<file path="config.mk">
export PLATFORM = sky130hd
export DESIGN_NAME = fifo_spi
export DESIGN_NICKNAME = d
export VERILOG_FILES = /design/src/rtl/fifo_spi_pkg.sv /design/src/rtl/fifo_spi_fifo.sv /design/src/rtl/fifo_spi.sv
export SDC_FILE = /design/constraint.sdc
export NUM_CORES = 1
export LEC_CHECK = 0
export CAP_MARGIN = 30
export CORE_MARGIN = 3
export CORE_UTILIZATION = 50
export CTS_CLUSTER_DIAMETER = 100
export DETAILED_ROUTE_END_ITERATION = 8
export PLACE_DENSITY = 0.66
export SYNTH_ARGS = -nofsm -noshare
export SYNTH_HDL_FRONTEND = slang
export SYNTH_HIERARCHICAL = 1
export SYNTH_SLANG_ARGS = --single-unit
</file>
<file path="constraint.sdc">
create_clock -name clk -period 4.3 [get_ports clk]
set_input_delay 0.86 -clock clk [delete_from_list [all_inputs] [get_ports clk]]
set_output_delay 0.86 -clock clk [all_outputs]
set_load 0.02 [all_outputs]
</file>
<file path="src/rtl/fifo_spi_pkg.sv">
// Shared definitions for the FIFO-fed serial transmitter.
// Holds the data width, default FIFO depth and bit period, and the
// serializer state encoding used by fifo_spi.
package fifo_spi_pkg;

    localparam int unsigned DATA_W         = 32;
    localparam int unsigned DEF_DEPTH      = 16;
    localparam int unsigned DEF_BIT_CYCLES = 2;

    // Serializer states
    localparam logic [1:0] ST_IDLE  = 2'd0;
    localparam logic [1:0] ST_START = 2'd1;
    localparam logic [1:0] ST_DATA  = 2'd2;
    localparam logic [1:0] ST_STOP  = 2'd3;

endpackage

</file>
<file path="src/rtl/fifo_spi_fifo.sv">
// Synchronous show-ahead FIFO of DATA_W-bit words.
// Ports: clk, nrst (async active-low), push/din (write side),
//        pop (read side), dout (oldest word, valid when !empty),
//        empty, full, count (0..DEPTH).
module fifo_spi_fifo
    import fifo_spi_pkg::*;
#(
    parameter int unsigned DEPTH = DEF_DEPTH
) (
    input  logic                            clk,
    input  logic                            nrst,
    input  logic                            push,
    input  logic                            pop,
    input  logic [DATA_W-1:0]               din,
    output logic [DATA_W-1:0]               dout,
    output logic                            empty,
    output logic                            full,
    output logic [$clog2(DEPTH+1)-1:0]      count
);

    localparam int unsigned PTR_W = $clog2(DEPTH);
    localparam int unsigned CNT_W = $clog2(DEPTH + 1);

    logic [DATA_W-1:0] mem [DEPTH];
    logic [PTR_W-1:0]  wr_ptr;
    logic [PTR_W-1:0]  rd_ptr;
    logic              wr_en;
    logic              rd_en;

    // A write into a full FIFO is dropped even if a pop frees a slot this cycle.
    assign wr_en = push && !full;
    assign rd_en = pop && !empty;

    assign empty = (count == '0);
    assign full  = (count == CNT_W'(DEPTH));
    assign dout  = mem[rd_ptr];

    // Pointers wrap naturally since DEPTH is a power of two.
    always_ff @(posedge clk or negedge nrst) begin
        if (!nrst) begin
            wr_ptr <= '0;
            rd_ptr <= '0;
            count  <= '0;
        end else begin
            if (wr_en) wr_ptr <= wr_ptr + PTR_W'(1);
            if (rd_en) rd_ptr <= rd_ptr + PTR_W'(1);
            case ({wr_en, rd_en})
                2'b10:   count <= count + CNT_W'(1);
                2'b01:   count <= count - CNT_W'(1);
                default: count <= count;
            endcase
        end
    end

    // Storage is not reset.
    always_ff @(posedge clk) begin
        if (wr_en) mem[wr_ptr] <= din;
    end

endmodule

</file>
<file path="src/rtl/fifo_spi.sv">
// FIFO-buffered serial transmitter. Words written with we/din are queued
// and sent on dout as: start bit (0), 32 data bits MSB first, stop bit (1),
// each bit held BIT_CYCLES clocks. dout idles high.
// Ports: clk, nrst (async active-low), we, din[31:0], dout (registered).
module fifo_spi
    import fifo_spi_pkg::*;
#(
    parameter int unsigned DEPTH      = DEF_DEPTH,
    parameter int unsigned BIT_CYCLES = DEF_BIT_CYCLES
) (
    input  logic              clk,
    input  logic              nrst,
    input  logic              we,
    input  logic [DATA_W-1:0] din,
    output logic              dout
);

    localparam int unsigned CNT_W  = (BIT_CYCLES > 1) ? $clog2(BIT_CYCLES) : 1;
    localparam int unsigned IDX_W  = $clog2(DATA_W);
    localparam int unsigned FCNT_W = $clog2(DEPTH + 1);

    logic [1:0]        state, state_nxt;
    logic [CNT_W-1:0]  bit_cnt, bit_cnt_nxt;
    logic [IDX_W-1:0]  bit_idx, bit_idx_nxt;
    logic [DATA_W-1:0] shreg, shreg_nxt;
    logic              dout_nxt;
    logic              pop_c;
    logic              last_cnt;

    logic [DATA_W-1:0] fifo_word;
    logic              fifo_empty;
    logic              fifo_full;
    logic [FCNT_W-1:0] fifo_count;
    logic              unused_c;

    fifo_spi_fifo #(
        .DEPTH (DEPTH)
    ) u_fifo (
        .clk   (clk),
        .nrst  (nrst),
        .push  (we),
        .pop   (pop_c),
        .din   (din),
        .dout  (fifo_word),
        .empty (fifo_empty),
        .full  (fifo_full),
        .count (fifo_count)
    );

    // FIFO status beyond empty is not needed by the serializer.
    assign unused_c = ^{fifo_full, fifo_count};

    assign last_cnt = (bit_cnt == CNT_W'(BIT_CYCLES - 1));

    // State and serializer registers.
    always_ff @(posedge clk or negedge nrst) begin
        if (!nrst) begin
            state   <= ST_IDLE;
            bit_cnt <= '0;
            bit_idx <= '0;
            shreg   <= '0;
            dout    <= 1'b1;
        end else begin
            state   <= state_nxt;
            bit_cnt <= bit_cnt_nxt;
            bit_idx <= bit_idx_nxt;
            shreg   <= shreg_nxt;
            dout    <= dout_nxt;
        end
    end

    // Next-state and next-output logic.
    always_comb begin
        state_nxt   = state;
        bit_cnt_nxt = bit_cnt;
        bit_idx_nxt = bit_idx;
        shreg_nxt   = shreg;
        dout_nxt    = dout;
        pop_c       = 1'b0;

        case (state)
            ST_IDLE: begin
                dout_nxt = 1'b1;
                if (!fifo_empty) begin
                    pop_c       = 1'b1;
                    shreg_nxt   = fifo_word;
                    bit_cnt_nxt = '0;
                    state_nxt   = ST_START;
                    dout_nxt    = 1'b0;
                end
            end
            ST_START: begin
                if (last_cnt) begin
                    bit_cnt_nxt = '0;
                    bit_idx_nxt = '0;
                    state_nxt   = ST_DATA;
                    dout_nxt    = shreg[DATA_W-1];
                end else begin
                    bit_cnt_nxt = bit_cnt + CNT_W'(1);
                end
            end
            ST_DATA: begin
                if (last_cnt) begin
                    bit_cnt_nxt = '0;
                    if (bit_idx == IDX_W'(DATA_W - 1)) begin
                        state_nxt = ST_STOP;
                        dout_nxt  = 1'b1;
                    end else begin
                        bit_idx_nxt = bit_idx + IDX_W'(1);
                        shreg_nxt   = {shreg[DATA_W-2:0], 1'b0};
                        dout_nxt    = shreg[DATA_W-2];
                    end
                end else begin
                    bit_cnt_nxt = bit_cnt + CNT_W'(1);
                end
            end
            default: begin // ST_STOP
                if (last_cnt) begin
                    bit_cnt_nxt = '0;
                    // Chain straight into the next frame so frames are
                    // separated by exactly one stop bit.
                    if (!fifo_empty) begin
                        pop_c     = 1'b1;
                        shreg_nxt = fifo_word;
                        state_nxt = ST_START;
                        dout_nxt  = 1'b0;
                    end else begin
                        state_nxt = ST_IDLE;
                        dout_nxt  = 1'b1;
                    end
                end else begin
                    bit_cnt_nxt = bit_cnt + CNT_W'(1);
                end
            end
        endcase
    end

endmodule

</file>
==> results of run 1 <==
-- power groups by stage --
stage | Clock (W) | Combinational, W | Sequential (W)
finish | 0.00464 | 0.000936 | 0.00669
floorplan | 0 | 0.000494 | 0.00675
global route | 0.00497 | 0.00101 | 0.00673
detailed placement | 0 | 0.000938 | 0.00680
global placement | 0 | 0.000917 | 0.00678
CTS | 0.00475 | 0.000943 | 0.00669
-- flip-flops by register name (all words and copies together), names as in the netlist --
| name | count |
|---|---|
| bit_cnt | 1 |
| dout | 1 |
| shreg | 32 |
| bit_idx | 5 |
| u_fifo/rd_ptr | 4 |
| state | 2 |
| u_fifo/count | 5 |
| u_fifo/mem | 512 |
| u_fifo/wr_ptr | 4 |
-- per-stage QoR --
step / instances / power, W / utilization, %
after floorplan: 1220 / 0.00725 / -
after global placement: 1805 / 0.00770 / 53.1
after detailed placement: 1806 / 0.00774 / 53.2
after CTS: 1911 / 0.0124 / 57.1
after global routing: 1912 / 0.0127 / 57.2
final: 1912 / 0.0123 / 57.2
-- layout by cell type, fill, tap and decap left out, types with 2 or more instances in the layout --
master             n
nor2_4            12
mux2_2             5
buf_12             6
bufinv_16          2
ha_1              15
dfrtp_1           51
nor3_2             4
xor2_1             3
clkbuf_1          20
nand2b_1           2
mux4_1             2
a22oi_1           32
mux2i_1          130
a22o_1             5
nand3_1            4
clkbuf_16         58
dfrtp_4            2
clkinv_2           6
nor2b_1            4
inv_1             11
o21ai_0           41
clkbuf_8           3
buf_16             2
a21oi_1           35
nand2_1           47
nor2_1            34
buf_4             31
clkdlybuf4s50_1   34
o32ai_1           31
clkinv_1          12
xnor2_1            7
o211ai_1           3
mux4_2            62
edfxtp_1         512
a221oi_1          64
-- final cells by class --
type | count | area, µm²
Clock buffer | 81 | 1570
Clock inverter | 24 | 188
Fill cell | 3380 | 19000
Inverter | 11 | 41.3
Multi-Input combinational cell | 564 | 5320
Sequential cell | 566 | 16700
Tap cell | 592 | 741
Timing Repair Buffer | 74 | 753
-- worst paths after layout --
| path | endpoint | slack, ns | cells after the start |
|---|---|---|---|
| worst max-delay path | u_fifo/count[4] | 1.10 | 13 |
| worst min-delay path | bit_idx[2] | 0.31 | 1 |
| worst max register to register | u_fifo/count[4] | 1.10 | 13 |
| worst min register to register | u_fifo/count[4] | 0.50 | 1 |
| max in group asynchronous | u_fifo/rd_ptr[1] | 3.02 | 2 |
| min in group clk | u_fifo/count[4] | 0.50 | 1 |
-- critical path, delay by kind of cell, from the launching register on --
family	cells	cell delay [ns]
compound gates	1	0.11
xor+xnor	1	0.13
fa+ha+maj	3	1.01
buf+inv	2	0.20
flops	1	0.41
mux	1	0.11
simple gates	5	1.11
-- routing by layer --
layer / track usage (%) / part of all wire, % / up-vias
li1: - / - / 5093
met1: 29.0 / 43 / 6127
met2: 34.5 / 50 / 358
met3: 3.22 / 5.3 / 79
met4: 6.65 / 2.4 / 0
met5: 0 / 0 / -
==> flow_summary_export.csv, run 1 <==
group,metric,value,unit
outcome,status,"completed",
die,initial_core_util,50.7,%
cts,cts_buffers,57,
global_route,grt_usage,20.9,%
pwr,combPwrFrac,7.6,%
placement,globalplace.congestion,0.786,
yosys,synth_nets,1271,
hold_path,hp-class,"input port to asynchronous set/reset pin",
detailed_routing,wl_per_cell,25.4,µm
detailed_routing,drc,0,
critical_path,crit_path_top_delay_cell,"nor2b_1",
global_route,grt_antenna_before_repair,0,
pwr,p_int,0.00947,W
sta,final.setup.tns,0,ns
die,die_w,218,µm
pwr,ir_drop,0.000344,V
cts,clk_latency,0.61,ns
layout,nets,1325,
die,die_area,0.0475,mm²
critical_path,cp.arrival,3.69,ns
global_route,grt_max_degree,65,
sta,fin_ws,1.10,ns
pwr,cellPowerDensity,484,mW/mm²
detailed_routing,vias_per_cell,6.10,
cts,clock_sinks,566,
global_route,grt_pass1_vias,12000,
placement,dp_slack,0.938,ns
detailed_routing,wl,48600,µm
pwr,leakage,9.15,nW
critical_path,start_kind,"flop",
cts,h-tree-depth,2,
placement,place_area,0.0236,mm²
pwr,pwr-share-clk,37.8,%
cts,post-cts-setup-buffer-count,0,
cts,post_cts_resize_count,0,
sta,worst_pin_slew,0.935,ns
sta,hold_viol,0,
critical_path,r2r-start,"state[1]",
sta,period_needed,3.20,ns
yosys,synthesis.area,0.0225,mm²
critical_path,crit_chain,"inv_1 -> ha_1 -> mux2i_1 -> nor2_1 -> nor2b_1 -> ha_1 -> inv_1 -> fa_1 -> nor2b_1 -> o21ai_0 -> nand3_1 -> or3b_1 -> xnor2_1",
yosys,ys.warnings.count,6,
cts,clock_tree.buffer_depth,3,
layout,syn_to_final_growth,12.9,%
detailed_routing,ant_nets,0,
critical_path,critPathLaunch,"state[1]",
die,io_pins,36,
pwr,switching_power,0.00280,W
detailed_routing,drt_iter0_markers,991,
placement,io_buffers,35,
detailed_routing,drt-pass1-iter-count,5,
critical_path,crit_path_max_fanout,8,
pwr,p_sw_share,22.8,%
sta,clock_skew,0.0121,ns
sta,period_share,74.4,%
cts,clk_pin_slew,0.06,ns
critical_path,critPathMaxStageDelay,0.43,ns
die,die_h,218,µm
sta,setup_viol,0,
cts,postCtsHoldBufs,0,
yosys,syn_inst,1220,
die,rows,77,
yosys,syn_avg_cell_area,18.4,µm²
detailed_routing,dr_total_vias,11700,
global_route,grt-ovfl-total,0,
cts,cts-root-buf,"clkbuf_16",
sta,max_slew_margin,37.7,%
layout,antenna_cells,0,
sta,hold_ws,0.312,ns
sta,fmax,0.312,GHz
critical_path,crit_required,4.79,ns
cts,cts_tree,"done",
global_route,grt_pass1_wl,74700,µm
layout,final_cell_area,0.0253,mm²
job,cap_viol_max_count,0,
critical_path,end_kind,"flop",
sta,rsz0062_at_grt,"no",
layout,drive_gt1_share,15.5,%
sta,slew_violations,0,
pwr,seqPwrFrac,54.5,%
placement,dp_hpwl,26800,µm
die,core_area,0.0443,mm²
critical_path,critical_path_class,"flop to flop",
Note: power is estimated with default switching activity, not from simulation.
==> run 2, diff against run 1 <==
clock period = 3.23 ns   (was 4.3 ns; I/O delays follow)
==> flow_summary_export.csv, run 2 (same netlist as run 1, synthesis figures left out) <==
group,metric,value,unit
outcome,status,"completed",
placement,dp_slack,0.223,ns
global_route,grt_antenna_before_repair,0,
detailed_routing,drt_iter0_markers,1159,
layout,final_cell_mix,"512 x edfxtp_1, 130 x mux2i_1, 64 x a221oi_1",
global_route,grt-ovfl-total,0,
critical_path,path_buf_inv,0,
sta,hold_ws,0.146,ns
layout,reg_top3,"u_fifo/mem: 512 flops, shreg: 32 flops",
cts,cts_buffers,56,
critical_path,crit_path_top_delay_cell,"dfrtp_1",
critical_path,start_kind,"flop",
sta,clock_skew,0.0243,ns
placement,place_area,0.0239,mm²
pwr,cellPowerDensity,648,mW/mm²
die,core_area,0.0443,mm²
critical_path,crit_family,"simple AND/OR/NAND/NOR gates",
sta,rsz0062_at_grt,"no",
cts,post-cts-setup-buffer-count,0,
critical_path,critical_path_class,"flop to flop",
cts,clk_latency,0.61,ns
critical_path,end_kind,"flop",
placement,dp_hpwl,29400,µm
cts,clock_sinks,566,
layout,antenna_cells,0,
detailed_routing,ant_nets,0,
cts,clock_tree.buffer_depth,3,
placement,place_inst,1832,
pwr,p_sw_share,22.9,%
layout,fin_cells,1935,
critical_path,critPathMaxStageDelay,0.42,ns
pwr,switching_power,0.00381,W
sta,period_share,93.2,%
sta,final.setup.tns,0,ns
layout,final_cell_area,0.0257,mm²
hold_path,hp-class,"input port to asynchronous set/reset pin",
detailed_routing,vias_per_cell,6.09,
pwr,combPwrFrac,8.0,%
layout,nets,1349,
layout,drive_gt1_share,17.9,%
die,initial_core_util,50.7,%
sta,setup_viol,0,
placement,globalplace.congestion,0.781,
cts,h-tree-depth,2,
detailed_routing,wl_per_cell,25.8,µm
detailed_routing,dr_total_vias,11800,
cts,cts-root-buf,"clkbuf_16",
global_route,grt_pass1_wl,76200,µm
critical_path,crit_required,3.70,ns
pwr,pwr-share-clk,38.5,%
layout,syn_to_final_growth,14.5,%
die,io_pins,36,
pwr,ir_drop,0.000486,V
critical_path,critPathMostFrequentCell,"ha_1",
sta,hold_viol,0,
cts,cts_tree,"done",
critical_path,crit_chain,"nor4_1 -> and2b_1 -> nor2_1 -> nor2b_2 -> ha_1 -> ha_1 -> nor2b_1 -> o21ai_0 -> a21oi_1 -> or3b_1 -> xnor2_1",
die,die_w,218,µm
layout,regMostFlops,"u_fifo/mem",
global_route,grt_max_degree,52,
die,rows,77,
pwr,leakage,9.35,nW
sta,fmax,0.332,GHz
layout,seqCellArea,0.0167,mm²
pwr,p_int,0.0129,W
pwr,seqPwrFrac,53.5,%
sta,period_needed,3.01,ns
critical_path,cp.arrival,3.48,ns
detailed_routing,drt-pass1-iter-count,5,
sta,worst_pin_slew,0.842,ns
sta,max_slew_margin,43.9,%
layout,multi_input_area,0.00535,mm²
job,cap_viol_max_count,0,
die,die_area,0.0475,mm²
critical_path,crit_path_max_fanout,7,
detailed_routing,drc,0,
sta,fin_ws,0.218,ns
die,die_h,218,µm
global_route,grt_usage,21.6,%
sta,slew_violations,0,
layout,largest_reg_flops,512,
global_route,grt_pass1_vias,11900,
detailed_routing,wl,50000,µm
placement,io_buffers,35,
cts,clk_pin_slew,0.06,ns
layout,n_fill_cell,3340,
layout,final_common_cell,"edfxtp_1",
-- run 2: worst paths after layout --
kind                                 start               to  slack [ns]  depth (start not counted)
max                        u_fifo/count[0]  u_fifo/count[4]        0.22                         11
min                                   nrst       bit_idx[1]        0.15                          1
max reg2reg                u_fifo/count[0]  u_fifo/count[4]        0.22                         11
min reg2reg                u_fifo/count[4]  u_fifo/count[4]        0.50                          1
max in group asynchronous             nrst        shreg[11]        2.13                          3
min in group clk           u_fifo/count[4]  u_fifo/count[4]        0.50                          1
-- run 2: layout make-up --
type                            count  area share (%)
Clock buffer                       64            5.73
Clock inverter                     39            1.36
Inverter                           11           0.161
Multi-Input combinational cell    564            20.8
Sequential cell                   566            65.1
Tap cell                          592            2.88
Timing Repair Buffer               99            3.99
-- run 2: worst register-to-register path: stages (launching register included) --
cell and delay (ns):
dfrtp_1 0.42, nor4_1 0.35, and2b_1 0.31, nor2_1 0.07, nor2b_2 0.19, ha_1 0.25, ha_1 0.33, nor2b_1 0.14
o21ai_0 0.21, a21oi_1 0.11, or3b_1 0.38, xnor2_1 0.13
-- run 2: per-layer routing --
metal	wire, µm	GRT usage (%)	part of all wire (%)	up-vias
met5	0	0	0	-
met3	3000	3.73	6.0	83
li1	-	-	-	5143
met2	24300	34.7	49	372
met1	21400	30.8	43	6181
met4	1260	6.11	2.5	0
-- run 2: power by group through the flow --
| stage | sequential [W] | combinational [W] | clock (W) |
|---|---|---|---|
| final | 0.00892 | 0.00133 | 0.00643 |
| after global routing | 0.00896 | 0.00144 | 0.00688 |
| after CTS | 0.00892 | 0.00135 | 0.00657 |
| after detailed placement | 0.00907 | 0.00134 | 0 |
| after global placement | 0.00904 | 0.00131 | 0 |
| after floorplan | 0.00899 | 0.000671 | 0 |
-- run 2: stage by stage --
stage,total power [W],util (%)
finish,0.0167,58.0
global route,0.0173,58.0
CTS,0.0168,58.0
detailed placement,0.0104,53.9
global placement,0.0104,53.9
floorplan,0.00966,-
-- run 2: timing repair --
action                                 4_1_cts  5_1_grt
resized for setup                            0        1
endpoints found under the hold margin        0        0
hold buffers                                 0        0
setup endpoints to repair                    0        1
